===== config.mk =====
export PLATFORM = sky130hd
export DESIGN_NAME = smm_operand_feeder
export DESIGN_NICKNAME = d
export VERILOG_FILES = /design/src/rtl/smm_pkg.sv /design/src/rtl/smm_skew_sel.sv /design/src/rtl/smm_operand_feeder.sv
export SDC_FILE = /design/constraint.sdc
export NUM_CORES = 1
export LEC_CHECK = 0
export ABC_CLOCK_PERIOD_IN_PS = 4000
export CAP_MARGIN = 30
export CORE_MARGIN = 3
export CORE_UTILIZATION = 33
export DETAILED_ROUTE_END_ITERATION = 8
export REMOVE_ABC_BUFFERS = 1
export SLEW_MARGIN = 20
export SYNTH_ARGS = -nofsm -noshare
export SYNTH_HDL_FRONTEND = slang
export SYNTH_SLANG_ARGS = --single-unit

===== constraint.sdc =====
create_clock -name clk -period 4 [get_ports clk]
set_input_delay 0.4 -clock clk [delete_from_list [all_inputs] [get_ports clk]]
set_output_delay 0.4 -clock clk [all_outputs]
set_load 0.05 [all_outputs]

===== src/rtl/smm_pkg.sv =====
// smm_pkg: shared constants, operand/edge types and feeder state enum for the SMM
package smm_pkg;
  localparam int BW = 8;
  localparam int N = 3;
  localparam int IW = $clog2(N);
  typedef logic [BW-1:0] elem_t;
  typedef elem_t mat_t [N][N];
  typedef elem_t edge_t [N];
  typedef enum logic [1:0] {IDLE, FEED, DRAIN, DONE} feed_state_e;
endpackage


===== src/rtl/smm_skew_sel.sv =====
// smm_skew_sel: picks lane's skewed element m[lane][t-lane] (or m[t-lane][lane] when TR) at beat t, else 0
module smm_skew_sel
  import smm_pkg::*;
#(
  parameter bit TR = 1'b0,
  parameter int CW = 4
) (
  input  logic [CW-1:0] t,
  input  logic [CW-1:0] lane,
  input  mat_t          m,
  output elem_t         q
);
  logic [CW-1:0] d;
  always_comb begin
    d = t - lane;
    q = (t >= lane && d < CW'(N)) ? (TR ? m[d[IW-1:0]][lane[IW-1:0]] : m[lane[IW-1:0]][d[IW-1:0]]) : '0;
  end
endmodule


===== src/rtl/smm_operand_feeder.sv =====
// smm_operand_feeder: captures A/B on in_valid&&in_ready, drives skewed a_edge/b_edge with edge_valid/acc_clr, then drains and pulses done; busy/in_ready report state
module smm_operand_feeder
  import smm_pkg::*;
#(
  parameter int PE_LAT = 1
) (
  input  logic  clk,
  input  logic  rst,
  input  logic  in_valid,
  output logic  in_ready,
  input  mat_t  A_in,
  input  mat_t  B_in,
  output edge_t a_edge,
  output edge_t b_edge,
  output logic  edge_valid,
  output logic  acc_clr,
  output logic  busy,
  output logic  done
);
  localparam int CW = $clog2(3 * N + PE_LAT);
  feed_state_e state, nxt;
  logic [CW-1:0] t, t_n;
  logic accept, last;
  mat_t a_q, b_q, a_src, b_src;
  edge_t a_sel, b_sel, a_nx, b_nx;
  for (genvar i = 0; i < N; i++) begin : g_lane
    smm_skew_sel #(.TR(1'b0), .CW(CW)) u_a (.t(t_n), .lane(CW'(i)), .m(a_src), .q(a_sel[i]));
    smm_skew_sel #(.TR(1'b1), .CW(CW)) u_b (.t(t_n), .lane(CW'(i)), .m(b_src), .q(b_sel[i]));
  end
  always_comb begin
    accept = in_valid && state == IDLE;
    last = (state == FEED && t == CW'(2 * N - 2)) || (state == DRAIN && t == CW'(N - 2 + PE_LAT));
    t_n = ((state == FEED || state == DRAIN) && !last) ? t + CW'(1) : '0;
    nxt = state == IDLE  ? (in_valid ? FEED : IDLE) :
          state == FEED  ? (last ? DRAIN : FEED) :
          state == DRAIN ? (last ? DONE : DRAIN) : IDLE;
    for (int i = 0; i < N; i++) begin
      for (int j = 0; j < N; j++) begin
        a_src[i][j] = accept ? A_in[i][j] : a_q[i][j];
        b_src[i][j] = accept ? B_in[i][j] : b_q[i][j];
      end
      a_nx[i] = nxt == FEED ? a_sel[i] : '0;
      b_nx[i] = nxt == FEED ? b_sel[i] : '0;
    end
  end
  always_ff @(posedge clk) begin
    if (rst) begin
      state <= IDLE;
      t <= '0;
      a_q <= '{default: '0};
      b_q <= '{default: '0};
      a_edge <= '{default: '0};
      b_edge <= '{default: '0};
      edge_valid <= 1'b0;
      acc_clr <= 1'b0;
      busy <= 1'b0;
      done <= 1'b0;
      in_ready <= 1'b1;
    end else begin
      state <= nxt;
      t <= t_n;
      if (accept) begin
        a_q <= A_in;
        b_q <= B_in;
      end
      a_edge <= a_nx;
      b_edge <= b_nx;
      edge_valid <= nxt == FEED;
      acc_clr <= accept;
      busy <= nxt != IDLE;
      done <= nxt == DONE;
      in_ready <= nxt == IDLE;
    end
  end
endmodule


==> results of run 1 <==
## per-layer routing
metal / GRT usage, % / vias up / wire length [um] / share of wire [%]
met1: 20.3 / 2891 / 9900 / 46
met3: 3.81 / 32 / 1510 / 7.1
met5: 0 / - / 13 / 0.061
met4: 3.93 / 2 / 395 / 1.8
li1: - / 3265 / - / -
met2: 24.4 / 167 / 9540 / 45
## area by class of cell
cell class,count,share of cell area (%)
timing repair buffer,208,18.6
tap,324,3.62
clock buffer,29,5.51
inverter,11,0.368
multi-input combinational,570,34.7
sequential,203,36.2
clock inverter,11,0.982
## cell families (layout without fill, tap and decap cells)
group           count (synthesis)  count (layout)  share of synthesized area [%]
compound gates                102             102                           7.85
xor+xnor                        3               3                          0.317
fa+ha+maj                      13              13                           1.96
buf+inv                        74             259                           4.19
flops                         203             203                           49.0
mux                           160             160                           19.6
simple gates                  292             292                           17.1
## where the power goes
part | internal [mW] | switching [mW] | leakage [nW]
clock network | 1.22 | 0.807 | 0.358
registers | 2.13 | 0.0279 | 1.66
logic | 0.340 | 0.363 | 2.37
## flip-flops by register name, indices dropped and copies added (netlist names)
signal / flops
acc_clr: 1
busy: 1
t: 4
b_q: 72
a_q: 72
b_edge: 24
state: 2
in_ready: 1
done: 1
edge_valid: 1
a_edge: 24
## metrics by stage
stage          setup WS, ns  utilization [%]  TNS [ns]
2_1_floorplan         -3.03                -   -409.62
3_3_place_gp          0.759             42.7         0
3_5_place_dp          0.619             42.7         0
4_1_cts               0.592             45.7         0
5_1_grt               0.358             45.7         0
6_report              0.635             45.7         0
## layout by cell type (no fill, tap or decap), types with 3 or more instances in the layout
cell and instances:
dfxtp_1 203, clkdlybuf4s50_1 198, nor2_1 181, mux2i_1 142, a21oi_1 46, nor3_1 30
clkbuf_16 23, mux2_2 18, nor2b_1 18, o22ai_1 16, a211oi_1 16, ha_1 13
nand3_1 11, nor3b_2 10, a22oi_1 9, inv_1 8, nand3b_1 8, nand2_1 8
buf_4 8, clkinv_2 7, nor3b_1 6, or3_1 5, clkbuf_1 4, a31oi_1 3
o21ai_0 3
## worst max-delay path by stage
stage | start | to | slack [ns] | depth (start not counted)
6_report | t[0] | b_edge[14] | 0.63 | 10
2_1_floorplan | state[0] | b_edge[13] | -3.03 | 7
3_5_place_dp | t[0] | b_edge[14] | 0.62 | 10
4_1_cts | t[0] | b_edge[14] | 0.59 | 10
5_1_grt | t[0] | b_edge[13] | 0.36 | 10
3_3_place_gp | t[0] | b_edge[14] | 0.76 | 10
==> out/summary.txt, run 1 <==
status = complete, no violations
Max-Slew Margin vs Limit = 42.2%
Mapped Area = 8300 um2
top post-synthesis cells by area = dfxtp_1 49%, mux2i_1 17%, nor2_1 8.2%
RSZ-0062 raised after global routing = no
initial core utilization = 33.8%
vias in the first global route = 6226
cell mode on critical path = ha_1
Worst Setup End Kind = flop
Rows = 57
Fillers = 2370
drc violations = 0
DP HPWL = 13800 um
first-pass GRT wire length = 33000 um
Worst setup SP type = flop
Crit path max-delay family = simple AND/OR/NAND/NOR gates
multi-input combinational cell area = 3890 um2
DRT Pass-1 Iters = 4
Slew Viols, Final = 0
CP Data Arrival Time = 3.77 ns
Worst R2R Start = t[0]
Setup-failing EPs final = 0
initial drt markers = 255
Crit Path Category = reg2reg
non-filler cells, final = 1356
most frequent cell after synthesis = dfxtp_1
# clock sinks = 203
Cells after Synth = 847
placed cells = 1316
Die W = 165 um
Hold Startpoint = rst
Hold WC Path Type = in2reg
# hold bufs at CTS = 0
number of inserted diodes = 0
Power, Total = 4.89 mW
post-place instance area = 10500 um2
share of layout cells above drive strength 1 = 8.53%
Distinct cells, synth = 50
CP Cell Sequence = inv_2, ha_1, nand4bb_1, and4_4, inv_1, ha_1, o221a_2, a221oi_1, nand4_2, a31oi_1
CTS tree = yes
CTS root buf = clkbuf_16
Worst Max-Slew Pin Slew = 0.867 ns
Critical Path RT = 4.41 ns
max_cap viols = 0
Post-DRT Antenna Nets = 0
worst min-delay path endpoint = a_q[14]
R2R setup slack = 0.63 ns
Ports = 200
Power Density = 436 nW/um2
Final Skew = 0.00932 ns
H-tree levels = 1
IO Port Bufs = 199
core area = 24500 um2
hold slack = 0.462 ns
Register Area = 4060 um2
Clock Tree Buf Depth = 3
Post-synth EDFFs = 0
CP max stage cell = dfxtp_1
total CTS buffers = 23
total length of routed wires = 21400 um
die height = 165 um
Layout Nets = 1177
post-synthesis async set-or-reset flop share = 0%
CP max stage delay = 0.50 ns
Avg WL per Cell = 15.8 um
min Tclk post-route = 3.37 ns
FF+latch count, synth = 203
global route overflow = 0
Reg2Reg Depth = 10
Placer Congestion = 0.774
area leader, netlist = dfxtp_1
Critical R2R Capture = b_edge[14]
Hold Path Depth = 2
Ys Warns = 0
Synth top cells by count = 203 x dfxtp_1, 181 x nor2_1, 142 x mux2i_1
CP max FO = 20
Worst VDD drop = 295 uV
Worst-path clk slew = 0.06 ns
part of the Yosys area used for sequential elements = 49.0%
top_reg_cell synth = dfxtp_1
Max Fclk = 297 MHz
pin count of the biggest net entering global routing = 80
leakage power total = 4.40 nW
area share of the largest cell type after synthesis = 49.0%
CP Buf/Inv Count = 2
Vias/cell = 4.69
initial antenna violation count = 1
total track usage = 15.2%
Final Cell Area = 11200 um2
Vias = 6357
Period Utilization, post-route = 84.1%
setup bufs post-CTS = 0
Die ar. = 27100 um2
number of gates resized after CTS = 0
Skew-Pair Late Insertion Delay = 0.50 ns
Hold Vio Cnt, Final = 0
Synth Area per Inst = 9.80 um2
Area Overhead vs Synth = 35.1%
Note: power is estimated with default switching activity, not from simulation.
==> run 2: changes to the inputs <==
--- a/config.mk
+++ b/config.mk
@@ -5,7 +5,7 @@
 export SDC_FILE = /design/constraint.sdc
 export NUM_CORES = 1
 export LEC_CHECK = 0
-export ABC_CLOCK_PERIOD_IN_PS = 4000
+export ABC_CLOCK_PERIOD_IN_PS = 2750
 export CAP_MARGIN = 30
 export CORE_MARGIN = 3
 export CORE_UTILIZATION = 33
==> constraint.sdc (replaced) <==
create_clock -name clk -period 2.75 [get_ports clk]
set_input_delay 0.275 -clock clk [delete_from_list [all_inputs] [get_ports clk]]
set_output_delay 0.275 -clock clk [all_outputs]
set_load 0.05 [all_outputs]
==> out/summary.txt, run 2 (synthesized netlist as in run 1, its figures left out) <==
DRT Pass-1 Iters = 4
# hold bufs at CTS = 0
post-route setup slack = 0.229 ns
share of layout cells above drive strength 1 = 9.62%
biggest regs = a_q (72), b_q (72)
H-tree levels = 1
Worst setup SP type = flop
Placer Congestion = 0.784
final setup TNS = 0 ns
Worst Max-Slew Pin Slew = 0.727 ns
Worst VDD drop = 304 uV
Crit Path Category = reg2reg
IO Port Bufs = 199
Die W = 165 um
Flop pwr share = 44.0%
Vias = 6466
pin count of the biggest net entering global routing = 120
sw power = 1.74 mW
core area = 24500 um2
Hold Startpoint = rst
status = complete, no violations
non-filler cells, final = 1364
sw frac = 24.4%
Critical R2R Capture = b_edge[14]
CP Data Arrival Time = 2.94 ns
RSZ-0062 raised after global routing = yes
CTS tree = yes
Reg2Reg Depth = 11
Hold WC Path Type = in2reg
Period Utilization, post-route = 91.7%
vias in the first global route = 6510
Max Fclk = 397 MHz
placed cells = 1327
Logic pwr share = 14.6%
total CTS buffers = 23
commonest non-fill, non-tap cell in the layout = dfxtp_1
R2R setup slack = 0.23 ns
Worst Setup End Kind = flop
initial drt markers = 309
post-place instance area = 10600 um2
leakage power total = 4.46 nW
Vias/cell = 4.74
CTS root buf = clkbuf_16
setup bufs post-CTS = 0
max_cap viols = 0
Skew-Pair Late Insertion Delay = 0.50 ns
Final Skew = 0.0109 ns
Clock Tree Buf Depth = 3
Ports = 200
number of inserted diodes = 0
total track usage = 15.5%
Internal = 5.39 mW
global route overflow = 0
Critical Path RT = 3.17 ns
Hold Path Depth = 2
Post-DRT Antenna Nets = 0
total length of routed wires = 21400 um
die height = 165 um
# clock sinks = 203
Setup-failing EPs final = 0
min Tclk post-route = 2.52 ns
Slew Viols, Final = 0
initial antenna violation count = 1
worst min-delay path endpoint = t[0]
most frequent cells in the layout = 202 x dfxtp_1, 198 x clkdlybuf4s50_1, 181 x nor2_1, 142 x mux2i_1, 46 x a21oi_1
first-pass GRT wire length = 34100 um
number of gates resized after CTS = 0
Clock power frac = 41.4%
Worst-path clk slew = 0.06 ns
Layout Nets = 1188
Avg WL per Cell = 15.7 um
DP HPWL = 13900 um
Die ar. = 27100 um2
Hold Vio Cnt, Final = 0
Fillers = 2353
Worst R2R Start = t[0]
CP max FO = 16
Rows = 57
Power Density = 630 nW/um2
Place WS = 0.118 ns
drc violations = 0
Area Overhead vs Synth = 36.5%
Final Cell Area = 11300 um2
initial core utilization = 33.8%
Max-Slew Margin vs Limit = 51.4%
run 2: power by group through the flow:
| stage | sequential, mW | combinational, mW | clock, mW |
|---|---|---|---|
| final | 3.14 | 1.04 | 2.96 |
| after floorplan | 3.25 | 0.617 | 0 |
| after global routing | 3.15 | 1.15 | 3.17 |
| after global placement | 3.20 | 1.04 | 0 |
| after CTS | 3.14 | 1.05 | 3.05 |
| after detailed placement | 3.20 | 1.05 | 0 |
run 2: worst max-delay path by stage:
stage | startpoint | to | slack (ns) | cells past startpoint
final | t[0] | b_edge[14] | 0.23 | 11
after global routing | t[0] | b_edge[0] | -0.01 | 11
after CTS | t[0] | b_edge[13] | 0.11 | 12
after detailed placement | state[0] | b_edge[13] | 0.12 | 11
after global placement | state[0] | b_edge[14] | 0.22 | 11
after floorplan | state[0] | b_edge[13] | -4.28 | 7
run 2: per-stage QoR:
| step | hold WS, ns | util, % | power, mW |
|---|---|---|---|
| after global placement | 0.462 | 43.2 | 4.24 |
| after CTS | 0.195 | 46.1 | 7.24 |
| final | 0.208 | 46.2 | 7.13 |
| after global routing | 0.210 | 46.2 | 7.46 |
| after detailed placement | 0.469 | 43.2 | 4.25 |
| after floorplan | 0.347 | - | 3.87 |
run 2: layout make-up:
type | count | area, um2 | share of cell area (%)
Sequential cell | 203 | 4070 | 35.9
Tap cell | 324 | 405 | 3.58
Inverter | 11 | 45.0 | 0.398
Timing Repair Buffer | 219 | 2190 | 19.4
Multi-Input combinational cell | 570 | 3900 | 34.4
Clock buffer | 29 | 628 | 5.55
Clock inverter | 8 | 92.6 | 0.817
run 2: worst max-delay path, cell delays in order (launching register included):
cell and delay [ns]:
dfxtp_1 0.35, inv_2 0.07, ha_1 0.21, nand4b_1 0.20, and4_4 0.28, clkinvlp_4 0.15
ha_1 0.28, o221a_2 0.16, a221oi_2 0.25, nand4_2 0.12, buf_4 0.22, a31oi_1 0.14
run 2: metal layers:
layer | global-route usage, % | share of wire, % | wire length [um]
met4 | 3.55 | 2.0 | 433
met5 | 0 | 0.061 | 13
met3 | 4.31 | 7.1 | 1520
met2 | 25.1 | 45 | 9670
met1 | 20.6 | 46 | 9800
==> run 3: changes to the inputs <==
==> constraint.sdc (replaced) <==
create_clock -name clk -period 2.75 [get_ports clk]
set_input_delay 0.55 -clock clk [delete_from_list [all_inputs] [get_ports clk]]
set_output_delay 0.55 -clock clk [all_outputs]
set_load 0.05 [all_outputs]
==> out/summary.txt, run 3 (synthesized netlist as in run 1, its figures left out) <==
status = complete, no violations
Fillers = 2325
Avg WL per Cell = 16.1 um
max_cap viols = 0
setup bufs post-CTS = 0
H-tree levels = 1
CP max stage delay = 0.42 ns
Ports = 200
Hold Vio Cnt, Final = 0
met1 usage = 20.1%
Flop pwr share = 43.4%
CP Data Arrival Time = 2.98 ns
total length of routed wires = 22100 um
total track usage = 15.8%
Layout Nets = 1201
Rows = 57
global route overflow = 0
Vias/cell = 4.75
hold slack = 0.277 ns
Critical Path RT = 3.17 ns
Worst Setup End Kind = flop
biggest regs = a_q (72), b_q (72)
Hold WC Path Type = in2reg
Internal = 5.49 mW
cell mode on critical path = ha_1
die height = 165 um
sw frac = 24.1%
Worst setup SP type = flop
initial core utilization = 33.8%
first-pass GRT wire length = 34500 um
number of inserted diodes = 0
Max Fclk = 392 MHz
CP Cell Sequence = inv_1, ha_1, nand4b_1, nand4_1, ha_1, o221a_2, a221oi_2, nand4_2, buf_4, a31oi_1
leakage power total = 4.56 nW
Worst Max-Slew Pin Slew = 0.777 ns
sw power = 1.74 mW
IO Port Bufs = 199
Final Cell Area = 11500 um2
Vias = 6531
CP max FO = 16
Post-DRT Antenna Nets = 0
Skew-Pair Late Insertion Delay = 0.50 ns
Setup-failing EPs final = 0
Clock Tree Buf Depth = 3
Slew Viols, Final = 0
DRT Pass-1 Iters = 4
post-route setup slack = 0.198 ns
met3 Usage GRT = 5.07%
Crit Path Category = reg2reg
Logic pwr share = 14.8%
post-place instance area = 10700 um2
Period Utilization, post-route = 92.8%
Placer Congestion = 0.770
share of layout cells above drive strength 1 = 10.7%
busiest metal layer after global routing = met2
Die ar. = 27100 um2
RSZ-0062 raised after global routing = no
Clock power frac = 41.8%
# clock sinks = 203
commonest non-fill, non-tap cell in the layout = dfxtp_1
CP max stage cell = dfxtp_1
Final Skew = 0.0142 ns
drc violations = 0
Max-Slew Margin vs Limit = 48.1%
core area = 24500 um2
initial drt markers = 328
Place WS = 0.0355 ns
Area Overhead vs Synth = 38.9%
initial antenna violation count = 1
Power Density = 628 nW/um2
vias in the first global route = 6496
total CTS buffers = 24
Worst-path clk slew = 0.06 ns
Power, Total = 7.23 mW
GR Util met2 = 25.9%
DP HPWL = 14500 um
Die W = 165 um
most frequent cells in the layout = 203 x dfxtp_1, 198 x clkdlybuf4s50_1, 181 x nor2_1, 142 x mux2i_1, 46 x a21oi_1
pin count of the biggest net entering global routing = 91
CTS tree = yes
Worst VDD drop = 411 uV
min Tclk post-route = 2.55 ns
# hold bufs at CTS = 0
CTS root buf = clkbuf_16
[run 3: power by group through the flow]
stage	sequential, mW	clock (mW)	combinational (mW)
6_report	3.14	3.02	1.07
5_1_grt	3.15	3.25	1.18
4_1_cts	3.14	3.13	1.08
3_5_place_dp	3.20	0	1.08
3_3_place_gp	3.20	0	1.07
2_1_floorplan	3.25	0	0.617
[run 3: path summary, 6_finish.rpt]
path | depth (start not counted) | start | slack (ns) | endpoint
max | 10 | t[1] | 0.20 | b_edge[13]
min | 2 | rst | 0.28 | t[0]
max reg2reg | 10 | t[1] | 0.20 | b_edge[13]
min reg2reg | 2 | b_q[13] | 0.48 | b_q[13]
[run 3: stage by stage]
stage	setup TNS, ns	cells	utilization [%]
finish	0	1375	47.0
global route	0	1375	47.0
CTS	0	1374	46.8
detailed placement	0	1338	43.7
global placement	0	1338	43.7
floorplan	-650.87	784	-
[run 3: repair_timing]
| item | 4_1_cts | 5_1_grt |
|---|---|---|
| resized for setup | 0 | 4 |
| endpoints found under the hold margin | 0 | 0 |
| setup endpoints to repair | 0 | 17 |
[run 3: layout make-up]
class | count | area (um2) | share of cell area [%]
clock buffers | 33 | 706 | 6.12
flip-flops and latches | 203 | 4060 | 35.3
clock inverters | 3 | 43.8 | 0.380
well taps | 324 | 405 | 3.52
inverters | 11 | 41.3 | 0.358
multi-input cells | 570 | 3920 | 34.0
repair buffers | 231 | 2350 | 20.4
[run 3: worst max-delay path, delay by kind of cell, from the launching register on]
family                     cells  cell delay (ns)
and+or+nand+nor                3             0.61
AOI/OAI and AO/OA              3             0.57
adders and majority gates      2             0.55
DFF                            1             0.42
buffers and inverters          2             0.30
[run 3: metal layers]
metal  wire (um)  vias to the layer above
met1        9820                     3017
met2       10100                      170
met5          13                        -
met4         463                        2
li1            -                     3308
met3        1680                       34
